--- config.mk ---
export PLATFORM = sky130hd
export DESIGN_NAME = spi_receptor_param_flat
export DESIGN_NICKNAME = d
export VERILOG_FILES = /design/src/rtl/spi_receptor_param_if.sv /design/src/rtl/spi_receptor_param.sv /design/src/flat_wrapper.sv
export SDC_FILE = /design/constraint.sdc
export NUM_CORES = 1
export LEC_CHECK = 0
export BUFFER_PORTS_ARGS = -buffer_cell sky130_fd_sc_hd__buf_2
export CAP_MARGIN = 20
export CELL_PAD_IN_SITES_DETAIL_PLACEMENT = 1
export CELL_PAD_IN_SITES_GLOBAL_PLACEMENT = 1
export CORE_MARGIN = 4
export CORE_UTILIZATION = 24
export CTS_CLUSTER_SIZE = 12
export DETAILED_ROUTE_END_ITERATION = 7
export HOLD_SLACK_MARGIN = 0.1
export PLACE_DENSITY = 0.56
export SETUP_SLACK_MARGIN = 0.4
export SLEW_MARGIN = 15
export SYNTH_ARGS = -nofsm -noshare
export SYNTH_HDL_FRONTEND = slang
export SYNTH_SLANG_ARGS = --single-unit
--- constraint.sdc ---
create_clock -name clk -period 5.45 [get_ports clk]
set_clock_uncertainty 0.15 [all_clocks]
set_input_delay 1.3625 -clock clk [delete_from_list [all_inputs] [get_ports clk]]
set_output_delay 1.3625 -clock clk [all_outputs]
set_load 0.1 [all_outputs]
--- src/rtl/spi_receptor_param_if.sv ---
// rtl/spi_receptor_param_if.sv - SPI pin and local TX/RX signal bundle for spi_receptor_param
interface spi_receptor_param_if #(
    parameter int WIDTH = 16
);
    logic             CKP;
    logic             CPH;
    logic             SCK;
    logic             CS;
    logic             MOSI;
    logic             MISO;
    logic [WIDTH-1:0] tx_data;
    logic             tx_load;
    logic             tx_ready;
    logic [WIDTH-1:0] rx_data;
    logic             rx_valid;
    logic             underrun;
    logic             abort;
    logic             busy;

    modport slave (
        input  CKP, CPH, SCK, CS, MOSI, tx_data, tx_load,
        output MISO, tx_ready, rx_data, rx_valid, underrun, abort, busy
    );

    modport master (
        output CKP, CPH, SCK, CS, MOSI, tx_data, tx_load,
        input  MISO, tx_ready, rx_data, rx_valid, underrun, abort, busy
    );
endinterface

--- src/rtl/spi_receptor_param.sv ---
// rtl/spi_receptor_param.sv - oversampling SPI slave, configurable width/words, optional SPI_LSB_FIRST_EN
module spi_receptor_param #(
    parameter int               WIDTH       = 16,
    parameter int               WORDS       = 2,
    parameter int               SYNC_STAGES = 2,
    parameter logic [WIDTH-1:0] DEFAULT_TX  = WIDTH'(16'h0106)
) (
    input logic                 clk,
    input logic                 reset,
    spi_receptor_param_if.slave bus
);
    localparam int BCW = $clog2(WIDTH + 1);
    localparam int WCW = $clog2(WORDS + 1);

    typedef enum logic [1:0] {IDLE, XFER, DONE} state_t;

    logic [SYNC_STAGES-1:0] r_sck_sync;
    logic [SYNC_STAGES-1:0] r_cs_sync;
    logic [SYNC_STAGES-1:0] r_mosi_sync;
    logic                   r_sck_prev;
    logic                   r_cs_prev;

    state_t                 r_state;
    logic                   r_sample_rise;
    logic [BCW-1:0]         r_bit_cnt;
    logic [WCW-1:0]         r_word_cnt;
    logic [WIDTH-1:0]       r_rx_shift;
    logic [WIDTH-1:0]       r_tx_shift;
    logic [WIDTH-1:0]       r_tx_buf;
    logic                   r_tx_full;
    logic                   r_miso;
    logic [WIDTH-1:0]       r_rx_data;
    logic                   r_rx_valid;
    logic                   r_underrun;
    logic                   r_abort;

    logic                   w_sck;
    logic                   w_cs;
    logic                   w_mosi;
    logic                   w_sck_rise;
    logic                   w_sck_fall;
    logic                   w_cs_fall;
    logic                   w_cs_rise;
    logic                   w_sample_edge;
    logic                   w_drive_edge;
    logic                   w_last_bit;
    logic                   w_boundary;
    logic                   w_reload;
    logic [WIDTH-1:0]       w_next_word;
    logic [WIDTH-1:0]       w_rx_next;
    logic                   w_tx_bit;
    logic [WIDTH-1:0]       w_tx_after;
    logic                   w_word_first;
    logic [WIDTH-1:0]       w_word_rest;

    assign w_sck  = r_sck_sync[SYNC_STAGES-1];
    assign w_cs   = r_cs_sync[SYNC_STAGES-1];
    assign w_mosi = r_mosi_sync[SYNC_STAGES-1];

    assign w_sck_rise = w_sck & ~r_sck_prev;
    assign w_sck_fall = ~w_sck & r_sck_prev;
    assign w_cs_fall  = ~w_cs & r_cs_prev;
    assign w_cs_rise  = w_cs & ~r_cs_prev;

    // Mode was latched at CS fall; the drive edge is always the opposite SCK edge.
    assign w_sample_edge = r_sample_rise ? w_sck_rise : w_sck_fall;
    assign w_drive_edge  = r_sample_rise ? w_sck_fall : w_sck_rise;

    assign w_last_bit = (r_bit_cnt == BCW'(WIDTH - 1));
    assign w_boundary = (r_state == XFER) && !w_cs_rise && w_sample_edge && w_last_bit;
    // A new TX word is fetched at CS fall and at every boundary except the final one.
    assign w_reload   = ((r_state == IDLE) && w_cs_fall) ||
                        (w_boundary && (r_word_cnt != WCW'(WORDS - 1)));
    assign w_next_word = r_tx_full ? r_tx_buf : DEFAULT_TX;

`ifdef SPI_LSB_FIRST_EN
    assign w_rx_next    = {w_mosi, r_rx_shift[WIDTH-1:1]};
    assign w_tx_bit     = r_tx_shift[0];
    assign w_tx_after   = {1'b0, r_tx_shift[WIDTH-1:1]};
    assign w_word_first = w_next_word[0];
    assign w_word_rest  = {1'b0, w_next_word[WIDTH-1:1]};
`else
    assign w_rx_next    = {r_rx_shift[WIDTH-2:0], w_mosi};
    assign w_tx_bit     = r_tx_shift[WIDTH-1];
    assign w_tx_after   = {r_tx_shift[WIDTH-2:0], 1'b0};
    assign w_word_first = w_next_word[WIDTH-1];
    assign w_word_rest  = {w_next_word[WIDTH-2:0], 1'b0};
`endif

    assign bus.MISO     = r_miso;
    assign bus.rx_data  = r_rx_data;
    assign bus.rx_valid = r_rx_valid;
    assign bus.underrun = r_underrun;
    assign bus.abort    = r_abort;
    assign bus.tx_ready = ~r_tx_full;
    assign bus.busy     = (r_state != IDLE);

    // Pin synchronisers plus previous-sample flops for edge detection; CS idles high.
    always_ff @(posedge clk or posedge reset) begin
        if (reset) begin
            r_sck_sync  <= '0;
            r_cs_sync   <= '1;
            r_mosi_sync <= '0;
            r_sck_prev  <= 1'b0;
            r_cs_prev   <= 1'b1;
        end else begin
            r_sck_sync  <= {r_sck_sync[SYNC_STAGES-2:0], bus.SCK};
            r_cs_sync   <= {r_cs_sync[SYNC_STAGES-2:0], bus.CS};
            r_mosi_sync <= {r_mosi_sync[SYNC_STAGES-2:0], bus.MOSI};
            r_sck_prev  <= w_sck;
            r_cs_prev   <= w_cs;
        end
    end

    // TX buffer: a reload consumes a full buffer; loads only land in an empty one.
    always_ff @(posedge clk or posedge reset) begin
        if (reset) begin
            r_tx_buf   <= '0;
            r_tx_full  <= 1'b0;
            r_underrun <= 1'b0;
        end else begin
            r_underrun <= w_reload & ~r_tx_full;
            if (w_reload && r_tx_full) begin
                r_tx_full <= 1'b0;
            end else if (bus.tx_load && !r_tx_full) begin
                r_tx_buf  <= bus.tx_data;
                r_tx_full <= 1'b1;
            end
        end
    end

    // Transfer FSM: shifts RX/TX bits on selected SCK edges and produces the strobes.
    always_ff @(posedge clk or posedge reset) begin
        if (reset) begin
            r_state       <= IDLE;
            r_sample_rise <= 1'b1;
            r_bit_cnt     <= '0;
            r_word_cnt    <= '0;
            r_rx_shift    <= '0;
            r_tx_shift    <= '0;
            r_miso        <= 1'b0;
            r_rx_data     <= '0;
            r_rx_valid    <= 1'b0;
            r_abort       <= 1'b0;
        end else begin
            r_rx_valid <= 1'b0;
            r_abort    <= 1'b0;
            case (r_state)
                IDLE: begin
                    if (w_cs_fall) begin
                        r_sample_rise <= (bus.CKP == bus.CPH);
                        r_bit_cnt     <= '0;
                        r_word_cnt    <= '0;
                        r_state       <= XFER;
                        if (!bus.CPH) begin
                            r_miso     <= w_word_first;
                            r_tx_shift <= w_word_rest;
                        end else begin
                            r_tx_shift <= w_next_word;
                        end
                    end
                end
                XFER: begin
                    if (w_cs_rise) begin
                        r_state   <= IDLE;
                        r_miso    <= 1'b0;
                        r_abort   <= (r_bit_cnt != '0);
                        r_bit_cnt <= '0;
                    end else if (w_sample_edge) begin
                        r_rx_shift <= w_rx_next;
                        if (w_last_bit) begin
                            r_rx_data  <= w_rx_next;
                            r_rx_valid <= 1'b1;
                            r_bit_cnt  <= '0;
                            r_word_cnt <= r_word_cnt + WCW'(1);
                            if (r_word_cnt == WCW'(WORDS - 1)) begin
                                r_state <= DONE;
                            end else begin
                                r_tx_shift <= w_next_word;
                            end
                        end else begin
                            r_bit_cnt <= r_bit_cnt + BCW'(1);
                        end
                    end else if (w_drive_edge) begin
                        r_miso     <= w_tx_bit;
                        r_tx_shift <= w_tx_after;
                    end
                end
                DONE: begin
                    if (w_cs_rise) begin
                        r_state <= IDLE;
                        r_miso  <= 1'b0;
                    end
                end
                default: r_state <= IDLE;
            endcase
        end
    end
endmodule

--- src/flat_wrapper.sv ---
// flat-port wrapper written by rule: the top's interface ports become plain ports
module spi_receptor_param_flat 
#(
    parameter int               WIDTH       = 16,
    parameter int               WORDS       = 2,
    parameter int               SYNC_STAGES = 2,
    parameter logic [WIDTH-1:0] DEFAULT_TX  = WIDTH'(16'h0106)
)
  (clk, reset, bus_CKP, bus_CPH, bus_SCK, bus_CS, bus_MOSI, bus_tx_data, bus_tx_load, bus_MISO, bus_tx_ready, bus_rx_data, bus_rx_valid, bus_underrun, bus_abort, bus_busy);
  spi_receptor_param_if #(.WIDTH(WIDTH)) bus_i ();
  input logic clk;
  input logic reset;
  input wire logic [$bits(bus_i.CKP)-1:0] bus_CKP;
  input wire logic [$bits(bus_i.CPH)-1:0] bus_CPH;
  input wire logic [$bits(bus_i.SCK)-1:0] bus_SCK;
  input wire logic [$bits(bus_i.CS)-1:0] bus_CS;
  input wire logic [$bits(bus_i.MOSI)-1:0] bus_MOSI;
  input wire logic [$bits(bus_i.tx_data)-1:0] bus_tx_data;
  input wire logic [$bits(bus_i.tx_load)-1:0] bus_tx_load;
  output wire logic [$bits(bus_i.MISO)-1:0] bus_MISO;
  output wire logic [$bits(bus_i.tx_ready)-1:0] bus_tx_ready;
  output wire logic [$bits(bus_i.rx_data)-1:0] bus_rx_data;
  output wire logic [$bits(bus_i.rx_valid)-1:0] bus_rx_valid;
  output wire logic [$bits(bus_i.underrun)-1:0] bus_underrun;
  output wire logic [$bits(bus_i.abort)-1:0] bus_abort;
  output wire logic [$bits(bus_i.busy)-1:0] bus_busy;
  assign bus_i.CKP = bus_CKP;
  assign bus_i.CPH = bus_CPH;
  assign bus_i.SCK = bus_SCK;
  assign bus_i.CS = bus_CS;
  assign bus_i.MOSI = bus_MOSI;
  assign bus_i.tx_data = bus_tx_data;
  assign bus_i.tx_load = bus_tx_load;
  assign bus_MISO = bus_i.MISO;
  assign bus_tx_ready = bus_i.tx_ready;
  assign bus_rx_data = bus_i.rx_data;
  assign bus_rx_valid = bus_i.rx_valid;
  assign bus_underrun = bus_i.underrun;
  assign bus_abort = bus_i.abort;
  assign bus_busy = bus_i.busy;
  spi_receptor_param #(.WIDTH(WIDTH), .WORDS(WORDS), .SYNC_STAGES(SYNC_STAGES), .DEFAULT_TX(DEFAULT_TX)) u_core (.clk(clk), .reset(reset), .bus(bus_i));
endmodule
==> flow_summary.yaml, run 1 <==
clock_network:
  path_clk_slew_ns: 0.07
  cts_tree: "built"
  clk_latency_ns: 0.33
  clkSinkCount: 86
  clk_path_buf_depth: 2
  postCtsResizedCells: 0
  clockRootBuffer: "clkbuf_16"
  post-cts-setup-buffers: 0
  cts_max_level: 3
  holdBufCountCts: 0
  numCtsBuffers: 9
global_route:
  grt_use_total: 0.1022
  grt_max_degree: 47
  grt_pass1_vias: 2850
  grt_pass1_wl_um: 15020
  antenna_found_initial: 0
  grtUsageMet1: 0.1408
  global_route.usage.met3: 0.02124
  grt_util_met2: 0.1626
  grt_overflow: 0
  busiest_layer: "met2"
timing:
  drv_slew: 0
  finalCriticalPeriod_ns: 3.241
  worstMarginPinSlew_ns: 0.9058
  setup_tns_ns: 0
  rsz0062_at_grt: "false"
  max_freq_mhz: 308.6
  setup_viol: 0
  final-hold-violation-count: 0
  min_period_over_period: 0.5946
  slew_headroom: 0.3961
routing:
  drt_iter0_markers: 68
  routed_wl_um: 8697
  routed_via_density: 4.472
  wl_per_cell_um: 14.97
  vias: 2598
  ant_nets: 0
  drt_pass1_iterations: 4
  drcViolationCount: 0
floorplanning:
  die_y_um: 134.6
  io_pins: 46
  dieWidth_um: 134.6
  dieArea_um2: 18110
  core_um2: 15770
  start_util: 0.2438
  num_rows: 46
synth:
  yosysTopAreaCellShare: 0.5337
  synth_ff_type: "dfrtp_1"
  synth_seq_cells: 86
  syn_area_um2: 3845
  avgSynthCellArea_um2: 12.25
  yosysWarningCount: 0
  synth_cells: 314
  synth-edff-count: 0
  synth.area.top_cells: "dfrtp_1, mux2_2, mux2_4"
  ys_async_sr_fraction: 1.000
  synthDistinctLibCells: 52
  synth_area_leader_cell: "dfrtp_1"
  synth_seq_area_share: 0.5610
  syn-num-nets: 345
setup_path:
  worstPathRequired_ns: 3.94
  r2r_cells: 6
  end_kind: "output port"
  startpoint_type: "flop"
  arrival_ns: 1.73
  cp_max_fo: 5
  critPathKind: "flop to output port"
outcome:
  status: "finished clean"
power_and_ir_drop:
  vdd_drop_max_v: 0.0001748
  p_leak_nw: 2.133
  finalPower_mw: 2.319
  p_per_area_nw_per_um2: 502.2
place:
  gp_congestion: 0.7689
  portBuffers: 45
  dp_hpwl_um: 6174
final_layout:
  synthToLayoutAreaGrowth_pct: 20.08
  layout-drive-gt1-share: 0.3178
  final_net_count: 391
  ff_latch_area_um2: 2157
  fill_cells: 1789
  antennaDiodeCount: 0
  multi_input_area_um2: 1579
hold_path:
  worstHoldPathCells: 0
  hold_class: "flop to flop"
flow_run:
  cap_violations: 0
registers in the layout (all words and copies together), names as in the netlist, 2 cells and up:
register and cells:
u_core.r_sck_sync 2, u_core.r_cs_sync 2, u_core.r_word_cnt 2, u_core.r_tx_shift 16, u_core.r_state 2, u_core.r_bit_cnt 5, u_core.r_rx_shift 15, u_core.r_tx_buf 16
u_core.r_mosi_sync 2, u_core.bus.rx_data 16
metrics by stage:
| stage | cells | worst slack, ns | utilization | hold slack, ns | instance area (µm²) |
|---|---|---|---|---|---|
| floorplan | 314 | 1.722 | - | 0.1812 | 3845 |
| finish | 581 | 2.209 | 0.2928 | 0.2008 | 4617 |
| detailed placement | 565 | 2.454 | 0.2727 | 0.1878 | 4300 |
| global route | 581 | 2.082 | 0.2928 | 0.2073 | 4617 |
| CTS | 581 | 2.190 | 0.2928 | 0.2036 | 4617 |
| global placement | 565 | 2.543 | 0.2727 | 0.1814 | 4300 |
critical path: stages (launching register included):
cell and delay (ns):
dfrtp_1 0.39, inv_1 0.09, ha_1 0.26, inv_1 0.19, buf_2 0.47
report_power, final:
| group | total, mW | internal, mW | leakage, nW | switching (mW) |
|---|---|---|---|---|
| Sequential | 0.945 | 0.812 | 1.08 | 0.132 |
| Combinational | 0.719 | 0.266 | 0.907 | 0.453 |
| Clock | 0.655 | 0.404 | 0.146 | 0.251 |
final timing paths:
check,start,to,slack [ns]
worst max register to register,u_core.r_state[1],u_core.r_tx_shift[4],2.71
worst min register to register,u_core.r_sck_sync[0],u_core.r_sck_sync[1],0.20
max in group asynchronous,reset,u_core.bus.MISO,3.13
min in group asynchronous,reset,u_core.bus.rx_data[0],0.96
worst max-delay path,u_core.r_state[0],bus_busy,2.21
worst min-delay path,u_core.r_sck_sync[0],u_core.r_sck_sync[1],0.20
metal layers:
metal / wire length [µm] / share of wire
met1: 4220 / 0.49
met5: 0 / 0
met2: 4115 / 0.47
met3: 243 / 0.028
met4: 117 / 0.013
cells in the mapped netlist (2+ instances only):
master	instances
a21oi_1	19
a221oi_1	12
a31oi_1	4
and3b_1	3
buf_2	6
clkbuf_1	5
dfrtp_1	82
dfstp_2	4
ha_1	7
inv_1	12
mux2_1	10
mux2_2	28
mux2_4	9
mux2i_1	3
nand2_1	10
nand2_2	2
nand2b_1	4
nand3_1	8
nand3_2	2
nand4b_1	2
nor2_1	24
nor2b_1	3
nor3_1	4
nor3_2	2
o21a_1	2
o21ai_0	17
o21ai_1	3
o32ai_1	2
or2b_1	2
placed cells by master, fill, tap and decap left out, drive strengths merged, types with 7 or more instances in the layout:
cell     n
clkbuf  11
a21oi   19
nand2   12
a221oi  12
o21ai   20
buf     48
mux2    47
ha       7
nand3   11
inv     12
dfrtp   82
nor2    24
final cells by class:
cell class              instances  share of cell area
clock buffers                  11             0.05041
clock inverters                 5             0.01816
inverters                      12             0.01003
multi-input cells             203              0.3420
flip-flops and latches         86              0.4672
well taps                     216             0.05854
repair buffers                 48             0.05366
cell families after synthesis:
| kind of cell | count (synthesis) | synth area share |
|---|---|---|
| adders and majority gates | 7 | 0.02278 |
| muxes | 50 | 0.1542 |
| xor gates and xnor gates | 1 | 0.002278 |
| AOI/OAI and AO/OA | 68 | 0.1168 |
| and+or+nand+nor | 77 | 0.1146 |
| DFF | 86 | 0.5610 |
| buffers and inverters | 25 | 0.02831 |
Note: power is estimated with default switching activity, not from simulation.
==> run 2: changes to the inputs <==
ABC_AREA = 1   (was not set)
PLACE_DENSITY = 0.58   (was 0.56)
clock period = 3.2 ns   (was 5.45 ns; I/O delays follow)
==> run 2 against run 1 <==
  * Setup slack worse by 1.6 ns
  * Critical endpoint unchanged
  * Via count increased by 21%
  * Highest routed layer unchanged
  * Area after synthesis is 5.3% higher
  * Synthesized cell count rose by 47%
==> flow_summary.yaml, run 2 <==
outcome:
  status: "finished clean"
timing:
  setup_tns_ns: 0
  min_period_over_period: 0.7993
  rsz0062_at_grt: "false"
  setup_viol: 0
  worstMarginPinSlew_ns: 0.8781
  finalCriticalPeriod_ns: 2.558
  drv_slew: 0
  slew_headroom: 0.4125
  fin_ws_ns: 0.6423
  max_freq_mhz: 391.0
  final-hold-violation-count: 0
synth:
  syn-num-nets: 494
  synthDistinctLibCells: 32
  synth_most_common_cell: "nand2_1"
  syn_area_um2: 4050
  ys_async_sr_fraction: 1.000
  synth_cells: 463
  yosysTopAreaCellShare: 0.5066
  synth_common_cells: "nand2_1, dfrtp_1, inv_1"
  synth_seq_area_share: 0.5326
  yosysWarningCount: 0
  synth-edff-count: 0
  avgSynthCellArea_um2: 8.748
  synth_seq_cells: 86
  synth_ff_type: "dfrtp_1"
  synth_area_leader_cell: "dfrtp_1"
  synth.area.top_cells: "dfrtp_1, nand2_1, nand3_1"
global_route:
  grt_use_total: 0.1100
  grt_overflow: 0
  grt_pass1_vias: 3458
  antenna_found_initial: 0
  grt_max_degree: 35
  grt_pass1_wl_um: 16800
routing:
  ant_nets: 0
  drt_iter0_markers: 84
  drt_pass1_iterations: 4
  routed_via_density: 4.319
  wl_per_cell_um: 13.22
  routed_wl_um: 9651
  vias: 3153
  drcViolationCount: 0
clock_network:
  clockRootBuffer: "clkbuf_16"
  postCtsResizedCells: 0
  path_clk_slew_ns: 0.06
  clk_latency_ns: 0.33
  numCtsBuffers: 9
  cts_max_level: 3
  cts_tree: "built"
  clkSinkCount: 86
  holdBufCountCts: 0
  post-cts-setup-buffers: 0
  clk_path_buf_depth: 2
floorplanning:
  dieArea_um2: 19020
  core_um2: 16580
  io_pins: 46
  num_rows: 47
  dieWidth_um: 137.9
  start_util: 0.2442
  die_y_um: 137.9
final_layout:
  antennaDiodeCount: 0
  final_net_count: 536
  final_cell_mix: "nand2_1, dfrtp_1, inv_1"
  multi_input_area_um2: 1568
  final_common_cell: "nand2_1"
  ff_latch_area_um2: 2157
  fill_cells: 1993
  synthToLayoutAreaGrowth_pct: 18.75
  layout-drive-gt1-share: 0.2078
setup_path:
  end_kind: "output port"
  r2r_setup_slack_ns: 0.73
  startpoint_type: "flop"
  critPathKind: "flop to output port"
  worstPathRequired_ns: 2.25
  cp_max_fo: 6
  arrival_ns: 1.61
power_and_ir_drop:
  vdd_drop_max_v: 0.0002347
  p_per_area_nw_per_um2: 859.2
  p_leak_nw: 2.376
flow_run:
  cap_violations: 0
place:
  gp_congestion: 0.7913
  pre_cts_ws_ns: 0.6710
  dp_hpwl_um: 7014
  portBuffers: 45
hold_path:
  hold_class: "flop to flop"
-- run 2: logic make-up (layout without fill, tap and decap cells) --
| group | Yosys count | count (layout) | synth area share |
|---|---|---|---|
| and+or+nand+nor | 215 | 215 | 0.2360 |
| DFF | 86 | 86 | 0.5326 |
| buffers and inverters | 77 | 124 | 0.08032 |
| AOI/OAI and AO/OA | 61 | 61 | 0.08341 |
| muxes | 15 | 15 | 0.04170 |
| adders and majority gates | 7 | 7 | 0.02162 |
| xor gates and xnor gates | 2 | 2 | 0.004326 |
-- run 2: path summary, 6_finish.rpt --
path                                             from  depth (start not counted)                    end
worst max-delay path                u_core.r_state[0]                          4               bus_busy
worst min-delay path            u_core.r_mosi_sync[0]                          0  u_core.r_mosi_sync[1]
worst max register to register   u_core.r_sample_rise                          7  u_core.bus.rx_data[9]
worst min register to register  u_core.r_mosi_sync[0]                          0  u_core.r_mosi_sync[1]
max in group asynchronous                       reset                          3  u_core.bus.rx_data[6]
min in group asynchronous                       reset                          2   u_core.r_rx_shift[2]
-- run 2: area by class of cell --
cell class,count,share of cell area
inverter,59,0.04709
tap,220,0.05723
timing repair buffer,49,0.05567
sequential,86,0.4485
multi-input combinational,300,0.3260
clock buffer,10,0.04761
clock inverter,6,0.01795
-- run 2: worst max-delay path, stage by stage, from the launching register on --
cell and delay [ns]:
dfrtp_1 0.40, inv_1 0.09, ha_1 0.29, inv_1 0.08, buf_2 0.42
-- run 2: per-stage QoR --
step	cell area [µm²]	hold slack (ns)	power (mW)	instances	util
2_1_floorplan	4054	0.1812	2.701	463	-
3_3_place_gp	4494	0.1857	3.019	714	0.2710
3_5_place_dp	4494	0.1903	3.058	714	0.2710
4_1_cts	4810	0.2051	4.203	730	0.2900
5_1_grt	4810	0.2175	4.462	730	0.2900
6_report	4810	0.2007	4.132	730	0.2900
-- run 2: routing by layer --
layer | vias to the layer above | GRT usage | share of wire | routed length (µm)
li1 | 1554 | - | - | -
met1 | 1556 | 0.1335 | 0.46 | 4414
met2 | 35 | 0.1960 | 0.51 | 4882
met3 | 8 | 0.02177 | 0.024 | 230
met4 | 0 | 0.03458 | 0.013 | 123
met5 | - | 0 | 0 | 0
-- run 2: report_power, final --
part           switching (mW)  internal (mW)  total (mW)
Combinational            1.02          0.474        1.49
Clock                   0.434          0.683        1.12
Sequential              0.156           1.37        1.52
Total                    1.61           2.52        4.13
